### src/rtl/cdec_ctrl_pkg.sv
// Shared encodings for the CDEC control unit: state codes, Xbus endpoints,
// ALU op codes, instruction field positions and jump condition codes.
package cdec_ctrl_pkg;

    typedef logic [2:0] ctrl_state_t;

    localparam ctrl_state_t ST_F0   = 3'd0;
    localparam ctrl_state_t ST_F1   = 3'd1;
    localparam ctrl_state_t ST_F2   = 3'd2;
    localparam ctrl_state_t ST_E0   = 3'd3;
    localparam ctrl_state_t ST_E1   = 3'd4;
    localparam ctrl_state_t ST_E2   = 3'd5;
    localparam ctrl_state_t ST_HALT = 3'd6;

    localparam logic [2:0] XSRC_PC  = 3'd0;
    localparam logic [2:0] XSRC_A   = 3'd1;
    localparam logic [2:0] XSRC_B   = 3'd2;
    localparam logic [2:0] XSRC_C   = 3'd3;
    localparam logic [2:0] XSRC_R   = 3'd4;
    localparam logic [2:0] XSRC_RD  = 3'd5;
    localparam logic [2:0] XSRC_FLG = 3'd6;
    localparam logic [2:0] XSRC_FF  = 3'd7;

    localparam logic [2:0] XDST_PC  = 3'd0;
    localparam logic [2:0] XDST_A   = 3'd1;
    localparam logic [2:0] XDST_B   = 3'd2;
    localparam logic [2:0] XDST_C   = 3'd3;
    localparam logic [2:0] XDST_MAR = 3'd4;
    localparam logic [2:0] XDST_WDR = 3'd5;
    localparam logic [2:0] XDST_T   = 3'd6;
    localparam logic [2:0] XDST_I   = 3'd7;

    localparam logic [3:0] ALUOP_NONE = 4'b0000;
    localparam logic [3:0] ALUOP_INC  = 4'b1000;

    // A sink cycle parks FFh in T, which is always reloaded before ALU use.
    localparam logic [2:0] SINK_XSRC = XSRC_FF;
    localparam logic [2:0] SINK_XDST = XDST_T;

    localparam int OP_ALU_BIT = 7;
    localparam int F_OOO_LSB  = 4;
    localparam int F_SUB_LSB  = 4;
    localparam int F_DD_LSB   = 2;
    localparam int F_SS_LSB   = 0;

    localparam logic [1:0] SUB_LDI = 2'b00;
    localparam logic [1:0] SUB_LD  = 2'b01;
    localparam logic [1:0] SUB_ST  = 2'b10;
    localparam logic [1:0] SUB_JCC = 2'b11;

    localparam logic [1:0] CC_ALWAYS = 2'b00;
    localparam logic [1:0] CC_Z      = 2'b01;
    localparam logic [1:0] CC_CY     = 2'b10;
    localparam logic [1:0] CC_S      = 2'b11;

    function automatic logic [2:0] reg_code(input logic [1:0] rr);
        return {1'b0, rr};
    endfunction

endpackage

### src/rtl/cdec_cond_eval.sv
// Jump condition evaluator: selects always / Z / Cy / S from the flag bus.
// Purely combinational, no backpressure.
module cdec_cond_eval
    import cdec_ctrl_pkg::*;
(
    input  logic [1:0] cc,
    input  logic [2:0] szcy,
    output logic       taken
);

    always_comb begin
        taken = 1'b0;
        case (cc)
            CC_ALWAYS: taken = 1'b1;
            CC_Z:      taken = szcy[1];
            CC_CY:     taken = szcy[0];
            CC_S:      taken = szcy[2];
            default:   taken = 1'b0;
        endcase
    end

endmodule

### src/rtl/cdec_controller.sv
// CDEC control unit: fetch / increment / execute sequencer over a single Xbus.
// Outputs are combinational from state and I; no stalls, one bus move per cycle.
module cdec_controller
    import cdec_ctrl_pkg::*;
(
    input  logic       clock,
    input  logic       reset,
    input  logic [7:0] I,
    input  logic [2:0] SZCy,
    output logic [2:0] xsrc,
    output logic [2:0] xdst,
    output logic [3:0] aluop,
    output logic       Rwe,
    output logic       FLGwe,
    output logic       mem_we,
    output logic       halted,
    output logic [2:0] dbg_state
);

    ctrl_state_t state_q;
    ctrl_state_t state_d;
    logic        taken;

    logic       is_alu;
    logic       is_mov;
    logic [1:0] sub_f;
    logic [1:0] dd_f;
    logic [1:0] ss_f;
    logic [2:0] ooo_f;

    assign is_alu = I[OP_ALU_BIT];
    assign is_mov = (I[7:6] == 2'b00);
    assign sub_f  = I[F_SUB_LSB +: 2];
    assign ooo_f  = I[F_OOO_LSB +: 3];
    assign dd_f   = I[F_DD_LSB +: 2];
    assign ss_f   = I[F_SS_LSB +: 2];

    cdec_cond_eval u_cond (
        .cc    (ss_f),
        .szcy  (SZCy),
        .taken (taken)
    );

    always_ff @(posedge clock or negedge reset) begin
        if (!reset) begin
            state_q <= ST_F0;
        end else begin
            state_q <= state_d;
        end
    end

    always_comb begin
        state_d = ST_F0;
        xsrc    = SINK_XSRC;
        xdst    = SINK_XDST;
        aluop   = ALUOP_NONE;
        Rwe     = 1'b0;
        FLGwe   = 1'b0;
        mem_we  = 1'b0;
        case (state_q)
            ST_F0: begin
                xsrc    = XSRC_PC;
                xdst    = XDST_MAR;
                Rwe     = 1'b1;
                aluop   = ALUOP_INC;
                state_d = ST_F1;
            end
            ST_F1: begin
                xsrc    = XSRC_RD;
                xdst    = XDST_I;
                state_d = ST_F2;
            end
            ST_F2: begin
                xsrc    = XSRC_R;
                xdst    = XDST_PC;
                state_d = (I == 8'h00) ? ST_HALT : ST_E0;
            end
            ST_E0: begin
                state_d = ST_E1;
                if (is_alu) begin
                    xsrc = reg_code(ss_f);
                    xdst = XDST_T;
                end else if (is_mov) begin
                    xsrc    = reg_code(ss_f);
                    xdst    = reg_code(dd_f);
                    state_d = ST_F0;
                end else if (sub_f == SUB_LDI || sub_f == SUB_JCC) begin
                    // Immediate operand: point MAR at it and step PC past it.
                    xsrc  = XSRC_PC;
                    xdst  = XDST_MAR;
                    Rwe   = 1'b1;
                    aluop = ALUOP_INC;
                end else begin
                    xsrc = reg_code(ss_f);
                    xdst = XDST_MAR;
                end
            end
            ST_E1: begin
                if (is_alu) begin
                    xsrc    = reg_code(dd_f);
                    xdst    = XDST_T;
                    aluop   = {1'b0, ooo_f};
                    Rwe     = 1'b1;
                    FLGwe   = 1'b1;
                    state_d = ST_E2;
                end else if (!is_mov) begin
                    case (sub_f)
                        SUB_LDI: begin
                            xsrc    = XSRC_RD;
                            xdst    = reg_code(dd_f);
                            state_d = ST_E2;
                        end
                        SUB_LD: begin
                            xsrc = XSRC_RD;
                            xdst = reg_code(dd_f);
                        end
                        SUB_ST: begin
                            xsrc    = reg_code(dd_f);
                            xdst    = XDST_WDR;
                            state_d = ST_E2;
                        end
                        default: begin
                            xsrc = taken ? XSRC_RD : XSRC_R;
                            xdst = XDST_PC;
                        end
                    endcase
                end
            end
            ST_E2: begin
                if (is_alu) begin
                    xsrc = XSRC_R;
                    xdst = reg_code(dd_f);
                end else if (!is_mov && sub_f == SUB_LDI) begin
                    xsrc = XSRC_R;
                    xdst = XDST_PC;
                end else if (!is_mov && sub_f == SUB_ST) begin
                    mem_we = 1'b1;
                end
            end
            ST_HALT: begin
                state_d = ST_HALT;
            end
            default: begin
                state_d = ST_F0;
            end
        endcase
    end

    assign halted    = (state_q == ST_HALT);
    assign dbg_state = state_q;

endmodule

### config.mk
export PLATFORM = sky130hd
export DESIGN_NAME = cdec_controller
export DESIGN_NICKNAME = d
export VERILOG_FILES = /design/src/rtl/cdec_ctrl_pkg.sv /design/src/rtl/cdec_cond_eval.sv /design/src/rtl/cdec_controller.sv
export SDC_FILE = /design/constraint.sdc
export NUM_CORES = 1
export LEC_CHECK = 0
export ABC_CLOCK_PERIOD_IN_PS = 1800
export CORE_MARGIN = 5
export CORE_UTILIZATION = 40
export CTS_CLUSTER_SIZE = 28
export DETAILED_ROUTE_END_ITERATION = 8
export PLACE_DENSITY = 0.85
export SETUP_SLACK_MARGIN = 0.3
export SYNTH_ARGS = -nofsm -noshare
export SYNTH_HDL_FRONTEND = slang
export SYNTH_SLANG_ARGS = --single-unit
### constraint.sdc
create_clock -name clock -period 1.8 [get_ports clock]
set_input_delay 0.36 -clock clock [delete_from_list [all_inputs] [get_ports clock]]
set_output_delay 0.36 -clock clock [all_outputs]
set_load 0.05 [all_outputs]
==> results of run 1 <==
## cells by family after synthesis
group                    count (synthesis)  synth area share (%)
AO/OA/AOI/OAI                           30                  30.7
AND/OR/NAND/NOR                         37                  32.7
adder cells (fa/ha/maj)                  5                  10.0
multiplexers                             2                  3.21
buffers and inverters                   13                  11.4
flip-flops                               3                  12.0
## synthesized netlist by cell type, types with 2 or more instances
master	n
o211ai_1	3
ha_1	5
buf_6	2
a21oi_1	6
mux2i_1	2
dfrtp_1	3
o21a_1	2
buf_2	3
o21ai_0	6
o21ai_1	2
a31oi_1	2
nor2_1	10
nand2_1	13
inv_1	7
a211oi_1	3
a21o_1	3
## per-stage QoR
step / setup TNS (ns) / setup slack (ns) / std cells
3_3_place_gp: -4.27 / -0.570 / 156
2_1_floorplan: -1.18 / -0.355 / 90
3_5_place_dp: -5.08 / -0.633 / 156
==> results.toml, run 1 <==
[outcome]
status = "stopped before the end"
stop_stage = "clock tree synthesis (4_1_cts)"
error = "[ERROR DPL-0038] Utilization greater than 100%, impossible to legalize"

[die]
initial_core_util_pct = 41.9
rows = 14
ios = 30
die_w_um = 49.5
die_height_um = 49.5

[yosys]
synth_nets = 108
synth_seq_cells = 3
seq_area_frac_synth_pct = 12.0
synth_cells = 90
synthDistinctLibCells = 34
synth_top_area_share_pct = 12.0
ys.warnings.count = 0
synth_area_um2 = 624
synth-edff-count = 0
async_flop_share_pct = 100
synth.area.top_cells = "dfrtp_1 (12%), ha_1 (10%), nand2_1 (7.8%)"
synth.avg_cell_area_um2 = 6.94
synthFlopType = "dfrtp_1"
synth_top_cell_by_area = "dfrtp_1"

[placed_design]
portBuffers = 29
place_congestion = 0.898
place_hpwl_um = 2310
dpl_cell_area_um2 = 1360

[clock_tree]
post_cts_buffers = 17
numCtsBuffers = 3
root_buffer = "clkbuf_4"
cts_max_path_buffers = 2
cts_resized = 82
cts_hold_buf = 0
cts_sinks = 3
htreeDepth = 1
==> run 2: changes to the inputs <==
--- a/config.mk
+++ b/config.mk
@@ -6,12 +6,10 @@
 export NUM_CORES = 1
 export LEC_CHECK = 0
 export ABC_CLOCK_PERIOD_IN_PS = 1800
-export CORE_MARGIN = 5
-export CORE_UTILIZATION = 40
-export CTS_CLUSTER_SIZE = 28
+export CORE_AREA = 5 5 66 68
 export DETAILED_ROUTE_END_ITERATION = 8
-export PLACE_DENSITY = 0.85
-export SETUP_SLACK_MARGIN = 0.3
+export DIE_AREA = 0 0 71 73
+export PLACE_DENSITY_LB_ADDON = 0.15
 export SYNTH_ARGS = -nofsm -noshare
 export SYNTH_HDL_FRONTEND = slang
 export SYNTH_SLANG_ARGS = --single-unit
==> run 2 against run 1 <==
The flow now finishes, with violations (negative setup slack). Synthesized area stayed put. Synthesized cell count stayed put.
==> results.toml, run 2 <==
[sta]
rsz0062_at_grt = "true"
fin_skew_ns = 0.00145
fmax_mhz = 522
slew_headroom_pct = 78.5
hold_ws_ns = 0.327
finalSetupViolations = 7
period_needed_ns = 1.92
tightestPinTransition_ns = 0.313
layout_setup_ws_ns = -0.117
slew_violations = 0
fin_crit_sh_pct = 106
hold_viol_final = 0

[grt]
grt_pass1_wl_um = 4660
grt_use_total_pct = 11.0
grt_overflow_total = 0
first_global_vias = 1008
antenna_found_initial = 0
grt_max_degree = 9

[routing]
vias = 914
ant_nets = 0
drtPass1Iterations = 4
vias_per_cell = 4.35
wl_per_cell_um = 13.1
wirelength_um = 2760
drc = 0
dr.first_iter.drc_count = 16

[yosys]
synthDistinctLibCells = 34
seq_area_frac_synth_pct = 12.0
ys.warnings.count = 0
synth_cells = 90
synth.area.top_cells = "dfrtp_1 (12%), ha_1 (10%), nand2_1 (7.8%)"
synthFlopType = "dfrtp_1"
async_flop_share_pct = 100
synth.avg_cell_area_um2 = 6.94
synth_top_cell_by_area = "dfrtp_1"
synth-edff-count = 0
synth_top_area_share_pct = 12.0
synth_seq_cells = 3
yosys-top-cells-count = "nand2_1 (13), nor2_1 (10), inv_1 (7), a21oi_1 (6), o21ai_0 (6)"
synth_area_um2 = 624
synth_nets = 108
post-synth-top-count-cell = "nand2_1"

[pwr]
total_power_mw = 2.74
comb_power_share_pct = 86.3
switching_power_mw = 1.34
p_sw_share_pct = 49.0
leakagePower_nw = 0.725
peakVddDrop_mv = 0.698
clock_power_share_pct = 7.0
p_int_mw = 1.40
p_per_area_nw_per_um2 = 1640
seqPwrFrac_pct = 6.7

[critical_path]
arrival_ns = 1.56
cp_max_fo = 6
reg2reg_to = "dbg_state[2]"
required_ns = 1.44
worst-setup-path-type = "reg -> out"
reg2regPathDepth = 6
r2r_setup_slack_ns = 0.43
worstReg2RegStart = "dbg_state[2]"
cp-end-kind = "output pin"
cp-start-kind = "flop"

[hold_path]
hp-class = "in -> async"

[final_layout]
area_delta_synth_final_pct = 168
largest_register_ff_count = 3
drive_gt1_share_pct = 63.7
layout.nets = 179
antennaDiodeCount = 0
fill_cells = 388
layout.cells.most_common_list = "buf_4 (39), buf_12 (14), nand2_1 (10)"
design_area_um2 = 1670
final_common_cell = "buf_4"

[die]
ios = 30
rows = 23
coreArea_um2 = 3800
die_w_um = 71
die_area_um2 = 5180
die_height_um = 73
initial_core_util_pct = 16.4

[clock_tree]
htreeDepth = 1
path_clk_slew_ns = 0.03
cts_hold_buf = 0
clkLatencyLatePin_ns = 0.21
cts_tree = "yes"
cts_max_path_buffers = 2
cts_sinks = 3
numCtsBuffers = 3
root_buffer = "clkbuf_8"

[job]
maxCapViolCount = 0

[outcome]
violations = "negative setup slack"
status = "finished, violations left"

[placed_design]
place_congestion = 0.889
portBuffers = 29
place_ws_ns = -0.574
dpl_cell_area_um2 = 1430
place_hpwl_um = 2190
==> run 2: area by class of cell <==
type | count | area (um^2) | share of cell area [%]
clock buffer | 4 | 45.0 | 2.70
tap | 50 | 62.6 | 3.75
inverter | 7 | 30.0 | 1.80
timing repair buffer | 72 | 793 | 47.5
sequential | 3 | 78.8 | 4.72
multi-input combinational | 74 | 661 | 39.6
==> run 2: worst max-delay path by stage <==
| stage | startpoint | end | slack [ns] | cells past startpoint |
|---|---|---|---|---|
| final | dbg_state[0] | xsrc[0] | -0.12 | 4 |
| after detailed placement | I[4] | xsrc[0] | -0.57 | 8 |
| after floorplan | dbg_state[1] | xsrc[0] | -0.36 | 4 |
| after global placement | I[5] | xsrc[1] | -0.55 | 8 |
| after CTS | I[5] | xsrc[0] | -0.16 | 8 |
| after global routing | dbg_state[1] | xsrc[0] | -0.19 | 4 |
==> run 2: routing by layer <==
metal	global-route usage [%]	up-vias	share of wire [%]
met4	3.97	0	0.76
met1	12.7	431	42
met5	0	-	0
met2	20.1	19	54
li1	-	460	-
met3	2.20	4	3.5
==> run 2: stage by stage <==
| step | setup TNS [ns] | std cells | utilization (%) |
|---|---|---|---|
| after floorplan | -1.07 | 90 | - |
| after global placement | -4.83 | 194 | 37.5 |
| after detailed placement | -5.02 | 194 | 37.5 |
| after CTS | -0.539 | 207 | 42.7 |
| after global routing | -1.09 | 210 | 44.0 |
| final | -0.388 | 210 | 44.0 |
==> run 2: repair_timing <==
action,in CTS,in global routing
pin swaps,14,10
setup buffers,10,4
gates resized for setup,44,13
setup endpoints to repair,13,12
==> run 2: cell families (layout without fill, tap and decap cells) <==
group                      count (synthesis)  count (layout)  synth area share, %
and+or+nand+nor                           37              37                 32.7
AOI/OAI and AO/OA                         30              30                 30.7
buffers and inverters                     13              83                 11.4
adders and majority gates                  5               5                 10.0
DFF                                        3               3                 12.0
muxes                                      2               2                 3.21
==> run 2: power groups by stage <==
stage          sequential (mW)  clock (mW)  combinational, mW
6_report                 0.183       0.193               2.36
5_1_grt                  0.190       0.202               2.48
4_1_cts                  0.190       0.199               2.33
3_5_place_dp             0.208           0               2.12
3_3_place_gp             0.203           0               2.11
2_1_floorplan            0.238           0               1.11
==> run 2: critical path, stage by stage (launching register included) <==
cell,delay (ns)
dfrtp_2,0.46
nor3_4,0.26
o21ai_1,0.11
o211ai_1,0.28
clkbuf_16,0.22
(Power assumes the default switching activity.)
==> edit 1: new RTL, flow settings as in run 2 <==
Put a register stage on the output `aluop`, with the module's reset. The value now appears one clock later. The other outputs are not delayed to match.
--- a/src/rtl/cdec_controller.sv
+++ b/src/rtl/cdec_controller.sv
@@ -16,6 +16,8 @@
     output logic       halted,
     output logic [2:0] dbg_state
 );
+
+    logic [3:0] aluop_d;
 
     ctrl_state_t state_q;
     ctrl_state_t state_d;
@@ -53,7 +55,7 @@
         state_d = ST_F0;
         xsrc    = SINK_XSRC;
         xdst    = SINK_XDST;
-        aluop   = ALUOP_NONE;
+        aluop_d = ALUOP_NONE;
         Rwe     = 1'b0;
         FLGwe   = 1'b0;
         mem_we  = 1'b0;
@@ -62,7 +64,7 @@
                 xsrc    = XSRC_PC;
                 xdst    = XDST_MAR;
                 Rwe     = 1'b1;
-                aluop   = ALUOP_INC;
+                aluop_d = ALUOP_INC;
                 state_d = ST_F1;
             end
             ST_F1: begin
@@ -89,7 +91,7 @@
                     xsrc  = XSRC_PC;
                     xdst  = XDST_MAR;
                     Rwe   = 1'b1;
-                    aluop = ALUOP_INC;
+                    aluop_d = ALUOP_INC;
                 end else begin
                     xsrc = reg_code(ss_f);
                     xdst = XDST_MAR;
@@ -99,7 +101,7 @@
                 if (is_alu) begin
                     xsrc    = reg_code(dd_f);
                     xdst    = XDST_T;
-                    aluop   = {1'b0, ooo_f};
+                    aluop_d = {1'b0, ooo_f};
                     Rwe     = 1'b1;
                     FLGwe   = 1'b1;
                     state_d = ST_E2;
@@ -149,5 +151,13 @@
     assign halted    = (state_q == ST_HALT);
     assign dbg_state = state_q;
 
+    always_ff @(posedge clock or negedge reset) begin
+        if (!reset) begin
+            aluop <= '0;
+        end else begin
+            aluop <= aluop_d;
+        end
+    end
+
 endmodule
 
Behaviour: not the same (a bounded check fails within 4 cycles, from zero or initial values and one cycle with reset low).
==> edit 1 against run 2 <==
  * Routed wire length grew 2.2%
  * Synthesized area grew 17%
  * Combinational power shrank 3%
  * Power grew 2.0%
  * The run still ends with negative setup slack left
  * Critical path type is now in2out
  * Setup slack lost 0.0067 ns
  * Register-to-register slack gained 0.09 ns
  * Sequential cell count grew 4
  * Global-route usage grew 0.092 points
  * Cell area grew 3.0%
  * Die area is the same
  * Clock power grew 13%
==> edit 1: results (changes against run 2) <==
Outcome
  • Status: complete, but fails checks
  • Violated checks: negative setup slack

Pwr
  • Leakage: 0.755 nW (+4.2%)
  • VDD IR max: 573 uV (-18%)

Detailed routing
  • M1 wire length: 1170 um (+0.43%)
  • Initial DRC count: 24 (+8)
  • Pre-antenna DRT Iters: 6 (+2)
  • DRT Wirelength: 2820 um (+2.2%)
  • DR vias/cell: 4.35 (about the same)
  • Routed len/inst: 13.1 um (-0.20%)
  • Met3 wire len: 76 um (-22%)
  • Wire length on met2: 1550 um (+5.1%)

Worst setup path
  • Reg-to-reg slack, setup: 0.52 ns (+0.09 ns)
  • Crit path max fanout: 3 (-3)
  • Reg2Reg Depth: 5 (-1)

Finish
  • Share of cells above drive strength 1: 60.6% (-3.1 points)
  • FILL cells: 381 (-1.8%)
  • Register area: 179 um2 (+130%)
  • Max FFs per register: 4 (+1)
  • Final-stage net count: 184 (+2.8%)

STA
  • Worst clock skew: 0.00247 ns (+0.00102 ns)
  • Setup TNS: -0.445 ns (-0.0573 ns)
  • Final setup margin: -0.123 ns (-0.00672 ns)
  • Setup-failing EPs final: 6 (-1)
  • Hold_ws: 0.399 ns (+0.0718 ns)
  • Slew headroom: 78.2% (-0.34 points)

Synth
  • Mux contribution to synthesized area: 2.73% (-0.48 points)
  • Synth unique cells: 36 (+5.9%)
  • Cells after synthesis: 97 (+7.8%)
  • Seq/Total Area, Yosys: 23.9% (+12 points)
  • Compound-Gate Fraction of Synth Area: 28.5% (-2.2 points)
  • Largest cells by area after synthesis: dfrtp_1 (24%), ha_1 (8.5%), nor2_1 (6.1%)
  • Synth Area in Adders: 8.53% (-1.5 points)
  • Net Count, Synth: 115 (+6.5%)
  • Post-synth top cells: nor2_1 (12), nand2_1 (11), dfrtp_1 (7), o21ai_0 (7)

Placement
  • Placed inst area: 1430 um2 (+0.35%)
  • Worst slack, placed: -0.648 ns (-0.0746 ns)
  • Gpl congestion: 0.800 (-9.9%)
  • Dpl hpwl: 2210 um (+0.74%)
  • Post-placement cell count: 199 (+2.6%)

Global route
  • First-pass GRT wire length: 4580 um (-1.6%)
  • Met3 usage: 2.75% (+0.55 points)
  • Largest net degree at the start of global routing: 11 (+2)
  • GRT met1 Usage: 12.7% (-0.050 points)
  • GRT Total Usage: 11.1% (+0.092 points)

Clock network
  • Worst-skew pair later-pin latency: 0.23 ns (+0.02 ns)
  • Num CTS Buffers: 3 (unchanged)
## edit 1: cell types whose count changed after synthesis, sizes merged, moves of 2 or more
cell,before,now
nand2,13,11
o21a,2,0
nor2b,0,2
dfrtp,3,7
o21ai,8,10
## edit 1: power by group
part | leakage, nW | internal (mW) | total [mW] | switching (mW)
Sequential | 0.0881 | 0.210 | 0.283 | 0.0732
Combinational | 0.644 | 1.09 | 2.29 | 1.20
Clock | 0.0228 | 0.153 | 0.218 | 0.0653
## edit 1: how the worst max path moves through the flow
| stage | startpoint | endpoint | slack [ns] | depth (start not counted) |
|---|---|---|---|---|
| after floorplan | dbg_state[2] | xsrc[0] | -0.28 | 4 |
| after global placement | I[4] | xsrc[0] | -0.63 | 8 |
| after detailed placement | I[4] | xsrc[0] | -0.65 | 8 |
| after CTS | I[4] | xsrc[0] | -0.17 | 8 |
| after global routing | I[4] | xsrc[0] | -0.23 | 8 |
| final | I[4] | xsrc[0] | -0.12 | 8 |
## edit 1: final cells by class
cell class                 count  share of cell area [%]
clock buffer                   4                    2.62
inverter                       8                    2.11
multi-input combinational     77                    37.7
sequential                     7                    10.4
tap                           50                    3.64
timing repair buffer          69                    43.5
## edit 1: logic make-up (layout without fill, tap and decap cells)
kind of cell,after synthesis,after routing
buffers and inverters,13,81
adders and majority gates,5,5
AOI/OAI and AO/OA,32,32
DFF,7,7
and+or+nand+nor,38,38
muxes,2,2
## edit 1: repair_timing
item / 4_1_cts / 5_1_grt
gates resized for setup: 50 / 17
setup endpoints to repair: 10 / 10
setup buffers: 6 / 9
pin swaps: 18 / 14
## edit 1: worst max-delay path: stages
cell        delay (ns)
buf_8             0.08
clkinvlp_4        0.13
ha_4              0.30
inv_2             0.03
a211oi_2          0.22
nand2_1           0.08
o211ai_1          0.14
clkbuf_16         0.22
==> edit 2: new RTL, flow settings as in run 2 <==
Made on the original files. Change the package constant `F_SUB_LSB` from 4 to 3.
--- a/src/rtl/cdec_ctrl_pkg.sv
+++ b/src/rtl/cdec_ctrl_pkg.sv
@@ -39,7 +39,7 @@
 
     localparam int OP_ALU_BIT = 7;
     localparam int F_OOO_LSB  = 4;
-    localparam int F_SUB_LSB  = 4;
+    localparam int F_SUB_LSB  = 3;
     localparam int F_DD_LSB   = 2;
     localparam int F_SS_LSB   = 0;
 
Function: changed (Yosys sat finds a counterexample within 4 cycles, from zero or initial values and one cycle with reset low).
==> edit 2 against run 2 <==
  * The run still ends with negative setup slack left
  * Cell area is 2.4% lower
  * Sequential cell count stayed put
  * Synthesized area is 0.20% higher
  * Power is 0.13% lower
  * Register-to-register slack better by 0.17 ns
  * Sequential share of layout area is 0.12 points higher
  * Largest power group unchanged
  * Setup slack better by 0.013 ns
  * Routed wire length is 5.1% lower
  * Via count is 1.9% lower
  * Critical endpoint unchanged
==> edit 2: results (changes against run 2) <==
STA
  • Setup TNS: -0.219 ns (+0.170 ns)
  • Worst clock skew: 0.00364 ns (+0.00219 ns)
  • Setup-failing EPs final: 4 (-3)
  • Slew headroom: 80.9% (+2.3 points)
  • Final setup margin: -0.103 ns (+0.0133 ns)

Synth
  • Synth unique cells: 35 (+2.9%)
  • Synth Area in Adders: 10.0% (-0.020 points)
  • Net Count, Synth: 107 (-0.93%)
  • Mux contribution to synthesized area: 3.20% (-0.0064 points)
  • Synth async-reset ratio: 100% (unchanged)
  • Post-synth top cells: nand2_1 (10), o21ai_0 (10), nor2_1 (9)
  • Compound-Gate Fraction of Synth Area: 30.6% (-0.061 points)
  • Largest cells by area after synthesis: dfrtp_1 (12%), ha_1 (10%), o21ai_0 (8.0%)
  • Cells after synthesis: 89 (-1.1%)
  • Seq/Total Area, Yosys: 12.0% (-0.024 points)

Min path
  • HP Class: in2async

Detailed routing
  • DR vias/cell: 4.42 (+1.5%)
  • DRT Wirelength: 2620 um (-5.1%)
  • Initial DRC count: 12 (-4)
  • Routed len/inst: 12.9 um (-1.8%)
  • Pre-antenna DRT Iters: 4 (unchanged)

Placement
  • Worst slack, placed: -0.634 ns (-0.0603 ns)
  • Placed inst area: 1360 um2 (-4.4%)
  • Dpl hpwl: 2040 um (-7.2%)
  • Gpl congestion: 0.836 (-5.9%)
  • Post-placement cell count: 187 (-3.6%)

Pwr
  • Leakage: 0.715 nW (-1.4%)
  • P_sw: 1.38 mW (+2.9%)
  • VDD IR max: 714 uV (+2.3%)

Finish
  • FILL cells: 381 (-1.8%)
  • Non-clock inverter count: 5 (-2)
  • Final-stage net count: 172 (-3.9%)
  • Clock buf/inv share: 2.76% (+0.066 points)
  • Multi-input gates: 75 (+1.4%)
  • Multi-input gate share of total cell area: 42.1% (+2.5 points)
  • Buffering overhead: 45.2% (-2.3 points)
  • Register area: 78.8 um2 (unchanged)
  • Multi-input logic area: 686 um2 (+3.8%)
  • Non-clk bufs: 66 (-8.3%)
  • Share of cells above drive strength 1: 64.1% (+0.30 points)

Outcome
  • Status: complete, but fails checks
  • Violated checks: negative setup slack

Worst setup path
  • Top cell family by delay on the critical path: compound AO/OA/AOI/OAI gates
  • WP data arrival: 1.54 ns (-0.02 ns)
  • CP max stage cell: a211oi_2
  • Crit-path max cell delay: 0.21 ns (-0.25 ns)
  • Crit path max fanout: 4 (-2)

Global route
  • Vias in the first global route: 918 (-8.9%)
  • GRT Total Usage: 10.3% (-0.72 points)
  • First-pass GRT wire length: 4330 um (-7.1%)
  • Largest net degree at the start of global routing: 11 (+2)

Clock network
  • CTS Root Cell: clkbuf_8
[edit 2: cell types whose count changed after synthesis, sizes merged, moves of 3 or more]
cell    delta
a21o       -3
o21ai      +3
nand2b     +3
nand2      -3
[edit 2: power groups by stage]
stage	clock network (mW)	logic, mW	registers (mW)
2_1_floorplan	0	1.11	0.247
3_3_place_gp	0	2.09	0.182
3_5_place_dp	0	2.08	0.183
4_1_cts	0.198	2.25	0.168
5_1_grt	0.207	2.48	0.181
6_report	0.196	2.37	0.172
[edit 2: per-layer routing]
| layer | GRT usage [%] | share of wire (%) | vias to the layer above |
|---|---|---|---|
| met3 | 2.20 | 5.2 | 6 |
| li1 | - | - | 451 |
| met5 | 0 | 0 | - |
| met2 | 17.3 | 50 | 26 |
| met4 | 4.38 | 2.1 | 0 |
| met1 | 12.7 | 43 | 414 |
[edit 2: worst reg2reg max path, delay by kind of cell, from the launching register on]
| kind | cells | cell delay [ns] |
|---|---|---|
| AND/OR/NAND/NOR | 1 | 0.09 |
| buffers and inverters | 2 | 0.29 |
| flip-flops | 1 | 0.44 |
| AO/OA/AOI/OAI | 1 | 0.25 |
[edit 2: worst paths after layout]
path / slack (ns) / to / depth (start not counted) / from
max in group asynchronous: 1.32 / dbg_state[1] / 1 / reset
worst min-delay path: 0.33 / dbg_state[0] / 1 / reset
worst max register to register: 0.60 / dbg_state[2] / 4 / dbg_state[2]
worst max-delay path: -0.10 / xsrc[0] / 8 / I[4]
worst min register to register: 0.62 / dbg_state[0] / 2 / dbg_state[1]
min in group clock: 0.62 / dbg_state[0] / 2 / dbg_state[1]
[edit 2: timing repair]
action,in CTS,in global routing
buffers inserted,8,4
resized for setup,44,17
endpoints found under the setup margin,13,11
pin swaps,10,8
